$ cat src/rtl/cyclic_seq_fsm_if.sv
// ---------------------------------------------------------------------------
// cyclic_seq_fsm_if
//   Control/status bundle for the cyclic state sequencer.
//   Parameters:
//     STATE_W  width of the state index (must match the sequencer's STATE_W)
//     OUT_W    width of the decoded pattern output
//   Signals:
//     En, Start, Stop, Mode      control from the user (master) to the sequencer
//     Load, LoadState            direct state load, present only when
//                                CYC_SEQ_LOAD_EN is defined
//     Y, State, Busy, Wrap       status from the sequencer (slave) to the user
//   Modports:
//     master  drives the controls, observes the status
//     slave   the sequencer itself
// ---------------------------------------------------------------------------
interface cyclic_seq_fsm_if #(
  parameter int STATE_W = 2,
  parameter int OUT_W   = 1
);
  logic               En;
  logic               Start;
  logic               Stop;
  logic               Mode;
`ifdef CYC_SEQ_LOAD_EN
  logic               Load;
  logic [STATE_W-1:0] LoadState;
`endif
  logic [OUT_W-1:0]   Y;
  logic [STATE_W-1:0] State;
  logic               Busy;
  logic               Wrap;

`ifdef CYC_SEQ_LOAD_EN
  modport master (output En, Start, Stop, Mode, Load, LoadState,
                  input  Y, State, Busy, Wrap);
  modport slave  (input  En, Start, Stop, Mode, Load, LoadState,
                  output Y, State, Busy, Wrap);
`else
  modport master (output En, Start, Stop, Mode,
                  input  Y, State, Busy, Wrap);
  modport slave  (input  En, Start, Stop, Mode,
                  output Y, State, Busy, Wrap);
`endif
endinterface

$ cat src/rtl/cyclic_seq_fsm.sv
// ---------------------------------------------------------------------------
// cyclic_seq_fsm
//   Parametrised cyclic state sequencer. Steps a modulo-NUM_STATES state
//   index while a run is active and decodes a per-state output pattern.
//   Supports run/stop control, a per-cycle advance enable, free-running or
//   one-shot runs, and a registered wrap pulse.
//
//   Parameters:
//     NUM_STATES  number of states in the cycle (>= 1)
//     OUT_W       width of the decoded output Y
//     PATTERN     NUM_STATES*OUT_W bits; Y for state s is PATTERN[s*OUT_W +: OUT_W]
//
//   Ports:
//     Clk   clock, rising edge
//     Rst   asynchronous, active-low reset
//     bus   cyclic_seq_fsm_if.slave:
//             En     advance qualifier (only while Busy)
//             Start  begin a run (ignored while Busy); latches Mode
//             Stop   synchronous abort, highest priority
//             Mode   0 = free-running, 1 = one-shot
//             Y      combinational decode of State
//             State  current state index 0..NUM_STATES-1
//             Busy   run in progress
//             Wrap   one-cycle pulse in the cycle State returns to 0
//
//   Optional feature (macro CYC_SEQ_LOAD_EN):
//     Adds Load/LoadState. Load forces State to LoadState on the next edge
//     (clamped to NUM_STATES-1), leaves Busy unchanged and clears Wrap.
//     Priority: Stop > Load > Start > advance.
// ---------------------------------------------------------------------------
module cyclic_seq_fsm #(
  parameter int                          NUM_STATES = 3,
  parameter int                          OUT_W      = 1,
  parameter logic [NUM_STATES*OUT_W-1:0] PATTERN    = 3'b100,
  localparam int                         STATE_W    = (NUM_STATES > 1) ? $clog2(NUM_STATES) : 1
) (
  input  logic           Clk,
  input  logic           Rst,
  cyclic_seq_fsm_if.slave bus
);

  localparam logic [STATE_W-1:0] LAST = STATE_W'(NUM_STATES - 1);

  // The latched run mode is folded into the run state: a run is either
  // free-running or one-shot, so no separate mode register is needed and
  // reset (IDLE) implies mode 0.
  typedef enum logic [1:0] {
    IDLE        = 2'd0,
    RUN_FREE    = 2'd1,
    RUN_ONESHOT = 2'd2
  } run_e;

  run_e               run, run_nxt;
  logic [STATE_W-1:0] state_r, state_nxt;
  logic               wrap_r, wrap_nxt;

  // NOTE: sequential state is updated with non-blocking assignments so every
  // register samples the values from before the edge.
  always_ff @(posedge Clk or negedge Rst) begin
    if (!Rst) begin
      run     <= IDLE;
      state_r <= '0;
      wrap_r  <= 1'b0;
    end else begin
      run     <= run_nxt;
      state_r <= state_nxt;
      wrap_r  <= wrap_nxt;
    end
  end

  // NOTE: every output of this block gets a default first, so no path leaves
  // a signal unassigned and no latch is inferred.
  always_comb begin
    run_nxt   = run;
    state_nxt = state_r;
    wrap_nxt  = 1'b0;

    if (bus.Stop) begin
      run_nxt   = IDLE;
      state_nxt = '0;
`ifdef CYC_SEQ_LOAD_EN
    end else if (bus.Load) begin
      // Out-of-range load values clamp to the last state, so State can never
      // leave the legal range.
      state_nxt = (bus.LoadState > LAST) ? LAST : bus.LoadState;
`endif
    end else if (run == IDLE) begin
      // Accepting Start only arms the run; the first advance is possible on
      // the following edge.
      if (bus.Start) begin
        run_nxt = bus.Mode ? RUN_ONESHOT : RUN_FREE;
      end
    end else if (bus.En) begin
      // Explicit wrap compare rather than natural overflow, so that
      // non-power-of-two cycle lengths work.
      if (state_r == LAST) begin
        state_nxt = '0;
        wrap_nxt  = 1'b1;
        if (run == RUN_ONESHOT) begin
          run_nxt = IDLE;
        end
      end else begin
        state_nxt = state_r + STATE_W'(1);
      end
    end
  end

  assign bus.State = state_r;
  assign bus.Busy  = (run != IDLE);
  assign bus.Wrap  = wrap_r;
  assign bus.Y     = PATTERN[int'(state_r) * OUT_W +: OUT_W];

endmodule
$ cat src/flat_wrapper.sv
// flat-port wrapper written by rule: the top's interface ports become plain ports
module cyclic_seq_fsm_flat 
#(
  parameter int                          NUM_STATES = 3,
  parameter int                          OUT_W      = 1,
  parameter logic [NUM_STATES*OUT_W-1:0] PATTERN    = 3'b100,
  localparam int                         STATE_W    = (NUM_STATES > 1) ? $clog2(NUM_STATES) : 1
)
  (Clk, Rst, bus_En, bus_Start, bus_Stop, bus_Mode, bus_Y, bus_State, bus_Busy, bus_Wrap);
  cyclic_seq_fsm_if #(.OUT_W(OUT_W)) bus_i ();
  input  logic Clk;
  input  logic Rst;
  input wire logic [$bits(bus_i.En)-1:0] bus_En;
  input wire logic [$bits(bus_i.Start)-1:0] bus_Start;
  input wire logic [$bits(bus_i.Stop)-1:0] bus_Stop;
  input wire logic [$bits(bus_i.Mode)-1:0] bus_Mode;
  output wire logic [$bits(bus_i.Y)-1:0] bus_Y;
  output wire logic [$bits(bus_i.State)-1:0] bus_State;
  output wire logic [$bits(bus_i.Busy)-1:0] bus_Busy;
  output wire logic [$bits(bus_i.Wrap)-1:0] bus_Wrap;
  assign bus_i.En = bus_En;
  assign bus_i.Start = bus_Start;
  assign bus_i.Stop = bus_Stop;
  assign bus_i.Mode = bus_Mode;
  assign bus_Y = bus_i.Y;
  assign bus_State = bus_i.State;
  assign bus_Busy = bus_i.Busy;
  assign bus_Wrap = bus_i.Wrap;
  cyclic_seq_fsm #(.NUM_STATES(NUM_STATES), .OUT_W(OUT_W), .PATTERN(PATTERN)) u_core (.Clk(Clk), .Rst(Rst), .bus(bus_i));
endmodule
$ cat config.mk
export PLATFORM = sky130hd
export DESIGN_NAME = cyclic_seq_fsm_flat
export DESIGN_NICKNAME = d
export VERILOG_FILES = /design/src/rtl/cyclic_seq_fsm_if.sv /design/src/rtl/cyclic_seq_fsm.sv /design/src/flat_wrapper.sv
export SDC_FILE = /design/constraint.sdc
export NUM_CORES = 1
export LEC_CHECK = 0
export BUFFER_PORTS_ARGS = -buffer_cell sky130_fd_sc_hd__buf_4
export CORE_AREA = 2 2 39 41
export CTS_BUF_LIST = sky130_fd_sc_hd__clkbuf_4
export DETAILED_ROUTE_END_ITERATION = 10
export DIE_AREA = 0 0 41 43
export HOLD_SLACK_MARGIN = 0.12
export PLACE_DENSITY = 0.47
export SETUP_SLACK_MARGIN = 0.2
export SLEW_MARGIN = 20
export SYNTH_ARGS = -nofsm -noshare
export SYNTH_HDL_FRONTEND = slang
export SYNTH_SLANG_ARGS = --single-unit
$ cat constraint.sdc
create_clock -name Clk -period 2.02 [get_ports Clk]
set_input_delay 0.303 -clock Clk [delete_from_list [all_inputs] [get_ports Clk]]
set_output_delay 0.303 -clock Clk [all_outputs]
set_load 0.03 [all_outputs]
==> impl_metrics.yaml <==
floorplanning:
  ios: 11
  num_rows: 14
  dieArea_um2: 1760
  core_um2: 1380
  start_util_pct: 18.4
  die_h_um: 43
  die_x_um: 41
routing:
  routed_wl_um: 539
  num_vias: 216
  dr.first_iter.drc_count: 2
  ant_nets: 0
  wire_per_inst_um: 10.4
  via_per_inst: 4.15
  drtPass1Iterations: 2
  drc: 0
worst_setup_path:
  crit_required_ns: 1.72
  cp-startpoint: "u_core.run[1]"
  crit_family: "flip-flops"
  path_max_fanout: 5
  crit_slowest_cell: "dfrtp_1"
  max_stage_delay_ns: 0.41
  r2r_end: "u_core.bus.State[0]"
  critPathBufInv: 1
  cp-end-kind: "output port"
  reg2reg_slack_ns: 0.95
  criticalPathCategory: "reg2out"
  cp_cell_sequence: "or2_1, buf_4"
  critPathLaunchType: "flop"
  arrival_ns: 1.07
  r2r_cells: 2
  rr_startpoint: "u_core.run[1]"
  crit_end: "bus_Busy"
  path_depth: 2
global_route:
  grt_pass1_wl_um: 917
  grt_pass1_vias: 226
  grt_overflow: 0
  grt_max_degree: 7
  grtUsageTotal_pct: 7.87
  antenna_found_initial: 0
cells_and_area:
  fin_area_um2: 390
  area.growth.synth_to_final_pct: 52.9
  final-instance-count-excl-fill: 52
  nets: 43
  diodes: 0
  final_layout_size_suffix_gt1_share_pct: 41.7
timing:
  fin_crit_ns: 1.37
  max_slew_margin_pct: 80.6
  worstMarginPinSlew_ns: 0.287
  fin_setup_tns_ns: 0
  rsz0062_at_grt: "no"
  hold_ws_ns: 0.297
  hold_viol: 0
  max_freq_ghz: 0.729
  finClkSkew_ns: 0.00417
  period_share_pct: 68.0
  setup_viol: 0
  maxSlewViolCount: 0
power_and_ir_drop:
  switching_share_pct: 24.0
  p_sw_mw: 0.0704
  combinationalPowerShare_pct: 18.5
  clkPwrFrac_pct: 42.9
  vdd_ir_drop_max_uv: 234
  power_density_nw_per_um2: 751
  p_int_mw: 0.223
  p_leak_nw: 0.188
  seqPwrFrac_pct: 38.6
placement:
  placed_cells: 47
  gp_congestion: 0.588
  portBuffers: 10
  place_area_um2: 350
yosys:
  yosys.area.top_type: "dfrtp_1"
  synth_commonest_cells: "dfrtp_1, o21a_1"
  ys_seq_area_share_pct: 49.0
  yosysMostFrequentCell: "dfrtp_1"
  synth_area_um2: 255
  ys_ff_latch: 5
  synth_edf_count: 0
  synth_top_cells_by_area: "dfrtp_1, mux2_4, o21a_1"
  synthesis.nets: 27
  synth_top_area_share_pct: 49.0
  synthCells: 21
  yosysWarnings: 0
  synth.distinct_cells: 16
  ys_async_sr_fraction_pct: 100
  avgSynthCellArea_um2: 12.2
  synth_ff_type: "dfrtp_1"
clock_tree:
  cts.clk_slew.worst_paths_ns: 0.04
  insertion_delay_ns: 0.24
  clockBufferDepth: 2
  postCtsSetupBuffers: 0
  h-tree-depth: 1
  cts_tree: "done"
  numClockSinks: 5
  cts_root_buffer: "clkbuf_4"
  cts_buffers: 3
status:
  status: "finished clean"
job:
  maxCapViolCount: 0
hold_path:
  worstHoldPathType: "in2reg"
==> state kept, by name (all words and copies together) (netlist names) <==
name              count
u_core.bus.Wrap       1
u_core.run            2
u_core.bus.State      2
==> power groups by stage <==
stage / sequential [mW] / combinational, mW / clock (mW)
2_1_floorplan: 0.118 / 0.0263 / 0
3_3_place_gp: 0.114 / 0.0521 / 0
3_5_place_dp: 0.115 / 0.0536 / 0
4_1_cts: 0.113 / 0.0552 / 0.131
5_1_grt: 0.115 / 0.0596 / 0.137
6_report: 0.113 / 0.0542 / 0.126
==> metal layers <==
| layer | GRT usage [%] | up-vias | part of all wire [%] |
|---|---|---|---|
| li1 | - | 108 | - |
| met1 | 10.5 | 97 | 45 |
| met2 | 10.6 | 11 | 41 |
| met3 | 3.14 | 0 | 14 |
| met4 | 4.00 | 0 | 0 |
| met5 | 0 | - | 0 |
==> final cells by class <==
type,count,area [um2]
Fill cell,146,993
Multi-Input combinational cell,15,126
Sequential cell,5,125
Timing Repair Buffer,11,85.1
Clock buffer,4,30.0
Tap cell,16,20.0
Inverter,1,3.75
==> per-stage QoR <==
step / util [%] / worst slack (ns) / power [mW]
floorplan: - / 0.810 / 0.144
global placement: 25.3 / 0.922 / 0.166
detailed placement: 25.3 / 0.901 / 0.168
CTS: 28.2 / 0.645 / 0.299
global route: 28.2 / 0.601 / 0.311
finish: 28.2 / 0.647 / 0.293
==> cells in the final DEF (no fill, tap or decap), drive strengths merged <==
master / instances
inv: 1
nor3: 1
and2b: 1
clkbuf: 4
nor2b: 1
mux2: 1
dfrtp: 5
nand2b: 1
or2: 1
o21a: 2
mux2i: 1
and4: 1
or3b: 1
nor3b: 1
nor4b: 1
dlygate4sd3: 1
nand4bb: 1
a32o: 1
buf: 10
==> worst min path at each step <==
stage                     depth (start not counted)      from             endpoint
after global routing                              2  bus_Mode        u_core.run[1]
after floorplan                                   0       Rst  u_core.bus.State[0]
final                                             2  bus_Mode        u_core.run[1]
after detailed placement                          1       Rst      u_core.bus.Wrap
after CTS                                         2  bus_Mode        u_core.run[1]
after global placement                            1       Rst      u_core.bus.Wrap
==> what timing repair did <==
item,4_1_cts,5_1_grt
hold endpoints to repair,5,0
resized for setup,0,0
hold buffers,1,0
==> cell families (layout without fill, tap and decap cells) <==
family	after synthesis	count (layout)	share of synthesized area, %
muxes	2	2	9.80
DFF	5	5	49.0
and+or+nand+nor	10	10	29.9
buffers and inverters	1	16	1.47
AOI/OAI and AO/OA	3	3	9.80
==> worst register-to-register path, cell delays in order (launching register included) <==
cell	delay, ns
dfrtp_1	0.41
o21a_1	0.24
mux2_4	0.30
Note: power is estimated with default switching activity, not from simulation.
